$ cat src/rtl/rom_arb_pkg.sv
// Shared types and constants for the two-requester ROM access arbiter.
package rom_arb_pkg;

  // Default ROM geometry: 64 words of 8 bits.
  localparam int DEF_ADDR_W = 6;
  localparam int DEF_DATA_W = 8;

  // Width of the optional grant/conflict statistics counters.
  localparam int STATS_W = 16;

  // Identifies which requester owns a transaction.
  typedef enum logic {
    REQ0 = 1'b0,
    REQ1 = 1'b1
  } req_id_e;

  // One entry of the in-flight ownership pipeline.
  typedef struct packed {
    logic    valid;
    req_id_e id;
  } tag_t;

  // Saturating increment for the statistics counters.
  function automatic logic [STATS_W-1:0] sat_inc(input logic [STATS_W-1:0] v);
    return (v == {STATS_W{1'b1}}) ? v : v + 1'b1;
  endfunction

endpackage

$ cat src/rtl/rom_arb_tag_pipe.sv
// Fixed-depth shift register carrying ownership tags alongside ROM reads.
// Shifts every cycle, never stalls; clearing empties every stage.
module rom_arb_tag_pipe
  import rom_arb_pkg::*;
#(
  parameter int DEPTH = 2
) (
  input  logic clk,
  input  logic rst_n,
  input  tag_t tag_i,
  output tag_t tag_o
);

  tag_t [DEPTH-1:0] stage_q;

  // Advance every tag one stage per clock; stage 0 takes the new entry.
  // NOTE: every stage is reset, not just the head -- a stale valid bit left
  // anywhere in the chain would emerge later as a phantom response.
  always_ff @(posedge clk or negedge rst_n) begin
    if (!rst_n) begin
      stage_q <= '0;
    end else begin
      stage_q[0] <= tag_i;
      for (int i = 1; i < DEPTH; i++) begin
        stage_q[i] <= stage_q[i-1];
      end
    end
  end

  assign tag_o = stage_q[DEPTH-1];

endmodule

$ cat src/rtl/rom_access_arbiter.sv
// Round-robin arbiter sharing one registered-read ROM between two requesters.
// One access per cycle; a tag pipeline routes each returning word to the
// requester that issued it, ROM_LAT+2 cycles after its grant.
// Optional statistics counters: define ROM_ACCESS_ARBITER_STATS_EN.
module rom_access_arbiter
  import rom_arb_pkg::*;
#(
  parameter int ADDR_W  = DEF_ADDR_W,
  parameter int DATA_W  = DEF_DATA_W,
  parameter int ROM_LAT = 1            // legal range 1..4
) (
  input  logic              clk,
  input  logic              rst_n,
  input  logic              req0,
  input  logic [ADDR_W-1:0] addr0,
  output logic              gnt0,
  output logic              rvalid0,
  output logic [DATA_W-1:0] rdata0,
  input  logic              req1,
  input  logic [ADDR_W-1:0] addr1,
  output logic              gnt1,
  output logic              rvalid1,
  output logic [DATA_W-1:0] rdata1,
  output logic [ADDR_W-1:0] rom_a,
  input  logic [DATA_W-1:0] rom_d
`ifdef ROM_ACCESS_ARBITER_STATS_EN
  ,
  output logic [STATS_W-1:0] gnt_cnt0,
  output logic [STATS_W-1:0] gnt_cnt1,
  output logic [STATS_W-1:0] conflict_cnt
`endif
);

  // One stage per ROM latency edge plus the stage that lines up with rom_d.
  localparam int TAG_DEPTH = ROM_LAT + 1;

  req_id_e           last_gnt_q;
  logic [ADDR_W-1:0] rom_a_q;
  logic              rvalid0_q, rvalid1_q;
  logic [DATA_W-1:0] rdata0_q, rdata1_q;

  logic    gnt0_c, gnt1_c;
  logic    grant_any;
  req_id_e grant_id;
  tag_t    tag_in, tag_out;

  // Round-robin decision: on contention the requester not served last wins.
  // NOTE: both grants get a default before any branch so no path leaves
  // them unassigned, which would otherwise infer a latch.
  always_comb begin
    gnt0_c = 1'b0;
    gnt1_c = 1'b0;
    if (req0 && req1) begin
      if (last_gnt_q == REQ1) gnt0_c = 1'b1;
      else                    gnt1_c = 1'b1;
    end else begin
      gnt0_c = req0;
      gnt1_c = req1;
    end
  end

  assign gnt0      = gnt0_c;
  assign gnt1      = gnt1_c;
  assign grant_any = gnt0_c | gnt1_c;
  assign grant_id  = gnt1_c ? REQ1 : REQ0;

  // Latch the granted address into the ROM and remember who was served.
  // NOTE: state updates use non-blocking assignments so every register
  // samples pre-edge values regardless of statement order.
  always_ff @(posedge clk or negedge rst_n) begin
    if (!rst_n) begin
      rom_a_q    <= '0;
      last_gnt_q <= REQ1;
    end else if (grant_any) begin
      rom_a_q    <= gnt1_c ? addr1 : addr0;
      last_gnt_q <= grant_id;
    end
  end

  assign tag_in = '{valid: grant_any, id: grant_id};

  rom_arb_tag_pipe #(
    .DEPTH (TAG_DEPTH)
  ) u_tag_pipe (
    .clk   (clk),
    .rst_n (rst_n),
    .tag_i (tag_in),
    .tag_o (tag_out)
  );

  // Route the ROM word to the owner of the tag leaving the pipeline.
  always_ff @(posedge clk or negedge rst_n) begin
    if (!rst_n) begin
      rvalid0_q <= 1'b0;
      rvalid1_q <= 1'b0;
      rdata0_q  <= '0;
      rdata1_q  <= '0;
    end else begin
      rvalid0_q <= tag_out.valid && (tag_out.id == REQ0);
      rvalid1_q <= tag_out.valid && (tag_out.id == REQ1);
      if (tag_out.valid && (tag_out.id == REQ0)) rdata0_q <= rom_d;
      if (tag_out.valid && (tag_out.id == REQ1)) rdata1_q <= rom_d;
    end
  end

  assign rom_a   = rom_a_q;
  assign rvalid0 = rvalid0_q;
  assign rvalid1 = rvalid1_q;
  assign rdata0  = rdata0_q;
  assign rdata1  = rdata1_q;

`ifdef ROM_ACCESS_ARBITER_STATS_EN
  logic [STATS_W-1:0] gnt_cnt0_q, gnt_cnt1_q, conflict_cnt_q;

  // Saturating grant and contention counters.
  always_ff @(posedge clk or negedge rst_n) begin
    if (!rst_n) begin
      gnt_cnt0_q     <= '0;
      gnt_cnt1_q     <= '0;
      conflict_cnt_q <= '0;
    end else begin
      if (gnt0_c)         gnt_cnt0_q     <= sat_inc(gnt_cnt0_q);
      if (gnt1_c)         gnt_cnt1_q     <= sat_inc(gnt_cnt1_q);
      if (req0 && req1)   conflict_cnt_q <= sat_inc(conflict_cnt_q);
    end
  end

  assign gnt_cnt0     = gnt_cnt0_q;
  assign gnt_cnt1     = gnt_cnt1_q;
  assign conflict_cnt = conflict_cnt_q;
`endif

endmodule
$ cat config.mk
export PLATFORM = sky130hd
export DESIGN_NAME = rom_access_arbiter
export DESIGN_NICKNAME = d
export VERILOG_FILES = /design/src/rtl/rom_arb_pkg.sv /design/src/rtl/rom_arb_tag_pipe.sv /design/src/rtl/rom_access_arbiter.sv
export SDC_FILE = /design/constraint.sdc
export NUM_CORES = 1
export LEC_CHECK = 0
export CAP_MARGIN = 20
export CORE_MARGIN = 2
export CORE_UTILIZATION = 42
export CTS_CLUSTER_SIZE = 25
export DETAILED_ROUTE_END_ITERATION = 10
export PLACE_DENSITY_LB_ADDON = 0.12
export REMOVE_ABC_BUFFERS = 1
export SYNTH_ARGS = -nofsm -noshare
export SYNTH_HDL_FRONTEND = slang
export SYNTH_SLANG_ARGS = --single-unit
$ cat constraint.sdc
create_clock -name clk -period 1.2 [get_ports clk]
set_input_delay 0.12 -clock clk [delete_from_list [all_inputs] [get_ports clk]]
set_output_delay 0.12 -clock clk [all_outputs]
set_load 0.01 [all_outputs]
**Word-level counts from Yosys, hierarchy flattened**

Cells that the tools add are included.
Widths: inputs -> output; s select.

- Flip-flop bits (word level): 29
- Word-level logic and storage cells: 21
- Output and inout port bits: 26
- Input bits: 24

- Mux-type cells: 6
- Bitwise logic cells: 2
- Reductions and logical operators: 3

Operators by type and width:

| cell | number |
|---|---|
| $mux 6 | 1 |
| $mux 1 | 5 |
| $logic_and 1x1->1 | 3 |
| $not 1->1 | 1 |
| $or 1x1->1 | 1 |

**Longest topological paths before layout**

Gate-level depths: netlist of run 1.

- Depth in word-level cells: 3
- Gate-level depth with buffers: 4
- Gate-level depth less buffers: 3

**Hierarchy**

Synthesis of run 1 repeated with hierarchy kept, for this count alone.

- Cell total of the unflattened synthesis: 84
- Area total of the unflattened synthesis: 1,216.2 um^2

Modules (own cells, without submodules):

| module | area an instance (um^2) | sequential area each (um^2) | instances | cells each |
|---|---|---|---|---|
| rom_access_arbiter | 1,101.1 | 626.9 | 1 | 78 |
| rom_arb_tag_pipe | 115.1 | 100.1 | 1 | 6 |

**Worst setup path before layout of run 1**

No wires, ideal clock.

- Path kind: flip-flop to flip-flop
- Start point: reg u_tag_pipe.stage_q, in the netlist u_tag_pipe.tag_o[0]
- End point: reg rdata0_q[0] (netlist: rdata0[0])
- Path buffers: 1
- Stages on the path, launching flop included: 4
- Arrival time: 0.944 ns
- Setup time: 0.125 ns
- Required time: 1.075 ns
- Clock period less this slack: 1.069 ns
- Setup slack: 0.131 ns
- Path through: dfrtp_1 nor2b_4 buf_6 mux2_4

- Word-level cells in the longest chain between the ends: 2

Ends and longest elaborated chain:

| what | RTL line | text |
|---|---|---|
| start: declaration | rom_arb_tag_pipe.sv:14 | `tag_t [DEPTH-1:0] stage_q;` |
| start signal: indexed assignment | rom_arb_tag_pipe.sv:25 | `stage_q[i] <= stage_q[i-1];` |
| $not 1->1 | rom_access_arbiter.sv:101 | `if (tag_out.valid && (tag_out.id == REQ0)) rdata0_q <= rom_d;` |
| $logic_and 1x1->1 | rom_access_arbiter.sv:101 |  |
| end signal: assignment | rom_access_arbiter.sv:101 |  |
| end: declaration | rom_access_arbiter.sv:40 | `logic [DATA_W-1:0] rdata0_q, rdata1_q;` |

No other way between the ends.
A chain may end at the register's enable or synchronous reset.

**Worst setup path after layout of run 1**

- Start point: reg last_gnt_q
- End point: out gnt0

- Word-level cells in the longest chain between the ends: 2

Ends and longest elaborated chain:

| what | RTL line | text |
|---|---|---|
| start: declaration | rom_access_arbiter.sv:37 | `req_id_e last_gnt_q;` |
| start signal: assignment | rom_access_arbiter.sv:76 | `last_gnt_q <= grant_id;` |
| $mux 1 | rom_access_arbiter.sv:54 | `if (last_gnt_q == REQ1) gnt0_c = 1'b1;` |
| $mux 1 | rom_access_arbiter.sv:53 | `if (req0 && req1) begin` |
| end: declaration | rom_access_arbiter.sv:16 | `output logic gnt0,` |

No other way between the ends.

==> impl_metrics.env, run 1 <==
export IMPL_grt_first_pass_wirelength_um=4080
export IMPL_ys_seq_elements=29
export IMPL_holdCritPathClass="primary input to asynchronous set/reset pin"
export IMPL_synth_distinct_cells=18
export IMPL_synth_compound_area_share_pct=6.85
export IMPL_max_freq_mhz=712
export IMPL_setup_violations_final=8
export IMPL_post_route_drc_count=0
export IMPL_whs_ns=0.115
export IMPL_ys_seq_area_share_pct=60.3
export IMPL_slew_viol_final=0
export IMPL_hpwl_um=1840
export IMPL_die_x_um=57.6
export IMPL_htree_levels=2
export IMPL_finalWirelength_um=2580
export IMPL_final_cell_area_um2=1880
export IMPL_postSynthCellCount=81
export IMPL_clock_sinks=29
export IMPL_via_per_inst=5.03
export IMPL_dr_first_iter_drc_count=14
export IMPL_synth_top_family_by_area="multiplexers"
export IMPL_grt_max_degree=21
export IMPL_synthSimpleGateAreaFrac_pct=7.48
export IMPL_rows=19
export IMPL_ys_warnings_count=0
export IMPL_cp_required_ns=1.08
export IMPL_skew_ns=0.00886
export IMPL_portBuffers=49
export IMPL_track_usage_pct=16.7
export IMPL_cp_arrival_ns=1.28
export IMPL_crit_fanout=2
export IMPL_start_util_pct=44.1
export IMPL_clk_latency_ns=0.32
export IMPL_vdd_ir_drop_max_mv=0.980
export IMPL_syn_cell_area_um2=1200
export IMPL_nets=171
export IMPL_cts_buffers_inserted=5
export IMPL_clock_tree_buffer_depth=2
export IMPL_cp_start_kind="register"
export IMPL_period_share_pct=117
export IMPL_core_area_um2=2730
export IMPL_ant_nets=0
export IMPL_worstSetupPathType="register to output pin"
export IMPL_total_power_mw=2.52
export IMPL_wl_per_cell_um=14.4
export IMPL_power_density_nw_per_um2=1340
export IMPL_nFillCells=209
export IMPL_post_dp_cell_area_um2=1790
export IMPL_synth_mux_area_share_pct=22.4
export IMPL_leakage_nw=0.888
export IMPL_clockRootBuffer="clkbuf_4"
export IMPL_num_vias=900
export IMPL_synth_adder_area_share_pct=0
export IMPL_pin_count=50
export IMPL_synth_xor_area_share_pct=0
export IMPL_grt_setup_unrepaired="yes"
export IMPL_syn_avg_cell_area_um2=14.9
export IMPL_dieArea_um2=3310
export IMPL_drive_gt1_share_pct=34.5
export IMPL_endpoint_kind="output pin"
export IMPL_violations="setup timing"
export IMPL_diodes=0
export IMPL_dp_slack_ns=-0.372
export IMPL_grt_pass1_vias=862
export IMPL_fin_ws_ns=-0.204
export IMPL_antenna_found_initial=0
export IMPL_tightest_slew_ns=0.252
export IMPL_postCtsHoldBufs=0
export IMPL_gp_congestion=0.700
export IMPL_syn_to_final_growth_pct=56.3
export IMPL_grt_overflow=0
export IMPL_first_pass_iters=4
export IMPL_relSlewSlack_pct=83.2
export IMPL_die_y_um=57.6
export IMPL_drv_cap=0
export IMPL_cts_tree="done"
export IMPL_final_hold_viol_count=0
export IMPL_status="finished with violations"
export IMPL_period_needed_ns=1.40
export IMPL_clk_pin_slew_ns=0.09
flip-flops by register name, summed over array words and instances, names as in the netlist:
| name | count |
|---|---|
| rvalid0 | 1 |
| rvalid1 | 1 |
| rdata0 | 8 |
| rdata1 | 8 |
| last_gnt_q | 1 |
| u_tag_pipe.stage_q | 2 |
| rom_a | 6 |
| u_tag_pipe.tag_o | 2 |
stage by stage:
step                      utilization (%)  TNS (ns)  cells
after floorplan                         -         0     78
after global placement               65.6     -1.56    168
after detailed placement             65.6     -1.71    168
after CTS                            67.8    -0.530    178
after global routing                 68.9     -1.35    179
final                                68.9     -1.03    179
layout make-up:
class / count / area [µm²] / share of cell area (%)
sequential: 29 / 727 / 38.6
timing repair buffer: 62 / 582 / 30.9
multi-input combinational: 47 / 469 / 24.9
clock buffer: 8 / 58.8 / 3.12
tap: 31 / 38.8 / 2.06
inverter: 2 / 7.51 / 0.399
routing by layer:
metal  share of wire [%]  vias to the layer above  track usage [%]
met2                  51                       32             26.6
met3                 7.1                        5             5.22
met1                  41                      442             20.6
met4                 1.6                        0             7.97
met5                   0                        -                0
li1                    -                      421                -
critical path: stages, from the launching register on:
cell	delay, ns
dfstp_2	0.57
buf_6	0.11
inv_2	0.03
a21boi_2	0.11
buf_2	0.14
worst paths after layout:
check                                            from                    end  slack (ns)  depth (start not counted)
worst max register to register             last_gnt_q               rom_a[0]       -0.12                          7
worst min-delay path                            rst_n  u_tag_pipe.stage_q[0]        0.11                          2
max in group asynchronous                       rst_n    u_tag_pipe.tag_o[1]        0.82                          2
min in group clk                u_tag_pipe.stage_q[1]    u_tag_pipe.tag_o[1]        0.36                          0
worst max-delay path                       last_gnt_q                   gnt0       -0.20                          4
worst min register to register  u_tag_pipe.stage_q[1]    u_tag_pipe.tag_o[1]        0.36                          0
cell usage after synthesis:
cell type	instances	share of area [%]
dfrtp_1	28	58
mux2_2	8	7.5
mux2_4	8	10
a31oi_1	6	3.1
and3_2	6	3.7
mux2i_1	6	5.0
o21ai_1	6	2.5
buf_6	2	1.9
inv_1	2	0.62
a21boi_0	1	0.62
and2_2	1	0.62
buf_2	1	0.41
dfstp_2	1	2.2
nand2_2	1	0.52
nand2_4	1	0.93
nor2b_4	1	1.1
o21a_1	1	0.62
or2_2	1	0.52
layout by cell type, fill, tap and decap left out:
cell type	count
a21boi_2	1
a31oi_1	6
and2_2	1
and3_4	6
buf_12	1
buf_2	1
buf_4	8
buf_6	5
clkbuf_1	2
clkbuf_4	5
clkbuf_8	1
clkdlybuf4s50_1	23
dfrtp_1	28
dfstp_2	1
dlygate4sd2_1	24
inv_1	1
inv_2	1
mux2_2	8
mux2_4	8
mux2i_1	6
nand2_2	1
nand2_4	1
nor2b_4	1
o21a_1	1
o21ai_1	6
or2_2	1
repair_timing:
action,in CTS,in global routing
resized for setup,40,6
setup buffers,2,1
setup endpoints to repair,26,8
pin swaps,1,0
logic make-up (layout without fill, tap and decap cells):
kind of cell,after synthesis,in the layout
AO/OA/AOI/OAI,14,14
buffers and inverters,5,72
flip-flops,29,29
multiplexers,22,22
AND/OR/NAND/NOR,11,11
power by group:
part	switching (mW)	internal [mW]	total, mW
combinational	0.283	0.434	0.717
sequential	0.0705	1.12	1.19
clock	0.320	0.289	0.609
total	0.674	1.84	2.52
(Power assumes the default switching activity.)
==> run 2: changes to the inputs <==
CTS_CLUSTER_DIAMETER = 100   (was default)
clock period = 1.39 ns   (was 1.2 ns; I/O delays follow)
==> impl_metrics.env, run 2 (synthesis gave the netlist of run 1 again) <==
export IMPL_r2r_start="last_gnt_q"
export IMPL_setup_violations_final=2
export IMPL_gp_congestion=0.706
export IMPL_met1_usage_pct=19.2
export IMPL_clk_latency_ns=0.32
export IMPL_period_needed_ns=1.40
export IMPL_grt_max_degree=14
export IMPL_grt_overflow=0
export IMPL_relSlewSlack_pct=75.0
export IMPL_leakage_nw=1.02
export IMPL_grt_setup_unrepaired="yes"
export IMPL_power_density_nw_per_um2=1300
export IMPL_skew_ns=0.00800
export IMPL_status="finished with violations"
export IMPL_final_cell_mix="clkdlybuf4s50_1 (28), dfrtp_1 (28), dlymetal6s2s_1 (16)"
export IMPL_slew_viol_final=0
export IMPL_grt_use_met2_pct=28.7
export IMPL_clock_tree_buffer_depth=2
export IMPL_rows=19
export IMPL_clock_sinks=29
export IMPL_drive_gt1_share_pct=34.9
export IMPL_hpwl_um=1880
export IMPL_first_pass_iters=4
export IMPL_num_vias=885
export IMPL_dieArea_um2=3310
export IMPL_diodes=0
export IMPL_portBuffers=49
export IMPL_drv_cap=0
export IMPL_grt_pass1_vias=939
export IMPL_nets=169
export IMPL_holdCritPathClass="primary input to asynchronous set/reset pin"
export IMPL_postCtsHoldBufs=0
export IMPL_track_usage_pct=16.8
export IMPL_wl_per_cell_um=14.4
export IMPL_htree_levels=2
export IMPL_final_hold_viol_count=0
export IMPL_grtUsageMet3_pct=7.48
export IMPL_cp_required_ns=1.25
export IMPL_cts_buffers_inserted=5
export IMPL_clk_pin_slew_ns=0.09
export IMPL_busiest_layer="met2"
export IMPL_violations="setup timing"
export IMPL_antenna_found_initial=0
export IMPL_dp_cells=167
export IMPL_syn_to_final_growth_pct=60.3
export IMPL_dr_first_iter_drc_count=11
export IMPL_vdd_ir_drop_max_mv=1.17
export IMPL_period_share_pct=101
export IMPL_max_freq_mhz=715
export IMPL_endpoint_kind="output pin"
export IMPL_grt_first_pass_wirelength_um=4210
export IMPL_finalWirelength_um=2550
export IMPL_total_power_mw=2.51
export IMPL_die_x_um=57.6
export IMPL_via_per_inst=5.00
export IMPL_die_y_um=57.6
export IMPL_stdcell_count=177
export IMPL_ant_nets=0
export IMPL_tightest_slew_ns=0.374
export IMPL_post_route_drc_count=0
export IMPL_pin_count=50
export IMPL_cts_tree="done"
export IMPL_core_area_um2=2730
export IMPL_fin_ws_ns=-0.00791
export IMPL_crit_fanout=2
export IMPL_cp_arrival_ns=1.26
export IMPL_cp_start_kind="register"
export IMPL_clockRootBuffer="clkbuf_4"
export IMPL_worstSetupPathType="register to output pin"
export IMPL_worstSetupStartpoint="last_gnt_q"
export IMPL_start_util_pct=44.1
## run 2: routing by layer
layer / part of all wire, % / wire length [µm] / vias up
met5: 0 / 0 / -
met3: 7.9 / 201 / 4
met4: 1.1 / 27 / 0
met1: 42 / 1080 / 429
li1: - / - / 420
met2: 49 / 1240 / 32
## run 2: path summary, 6_finish.rpt
| check | end | cells after the start | slack [ns] |
|---|---|---|---|
| setup reg to reg | rom_a[0] | 6 | 0.11 |
| max in group asynchronous | rvalid1 | 2 | 0.86 |
| hold / removal | u_tag_pipe.tag_o[0] | 1 | 0.08 |
| hold reg to reg | u_tag_pipe.tag_o[1] | 0 | 0.35 |
| min in group clk | u_tag_pipe.tag_o[1] | 0 | 0.35 |
| setup / recovery | gnt0 | 4 | -0.008 |
## run 2: repair_timing
| item | 4_1_cts | 5_1_grt |
|---|---|---|
| endpoints found under the hold margin | 0 | 0 |
| buffers inserted | 2 | 0 |
| pin swaps | 1 | 0 |
| endpoints found under the setup margin | 5 | 18 |
| resized for setup | 15 | 17 |
## run 2: worst max-delay path: stages, from the launching register on
cell and delay (ns):
dfstp_2 0.58, buf_6 0.11, inv_2 0.03, a21boi_2 0.09, buf_2 0.13
## run 2: layout make-up
| cell class | instances | area [µm²] |
|---|---|---|
| Sequential cell | 29 | 727 |
| Clock buffer | 5 | 37.5 |
| Timing Repair Buffer | 60 | 609 |
| Clock inverter | 3 | 65.1 |
| Multi-Input combinational cell | 47 | 447 |
| Inverter | 2 | 7.51 |
| Tap cell | 31 | 38.8 |
| Fill cell | 202 | 802 |
## run 2: power by group
group	leakage, nW	internal, mW	total (mW)	switching [mW]
logic	0.624	0.389	0.621	0.232
registers	0.338	0.968	1.03	0.0646
clock network	0.0552	0.557	0.859	0.302
## run 2: per-stage QoR
stage               util [%]  setup WS (ns)  setup TNS [ns]  area, µm²  hold slack, ns
floorplan                  -          0.271               0       1180          -0.157
global placement        64.9         -0.182          -0.330       1770           0.333
detailed placement      64.9         -0.186          -0.472       1770           0.336
CTS                     69.1        -0.0364         -0.0605       1890          0.0787
global route            70.7        -0.0777          -0.133       1930          0.0903
finish                  70.7       -0.00791         -0.0143       1930          0.0808
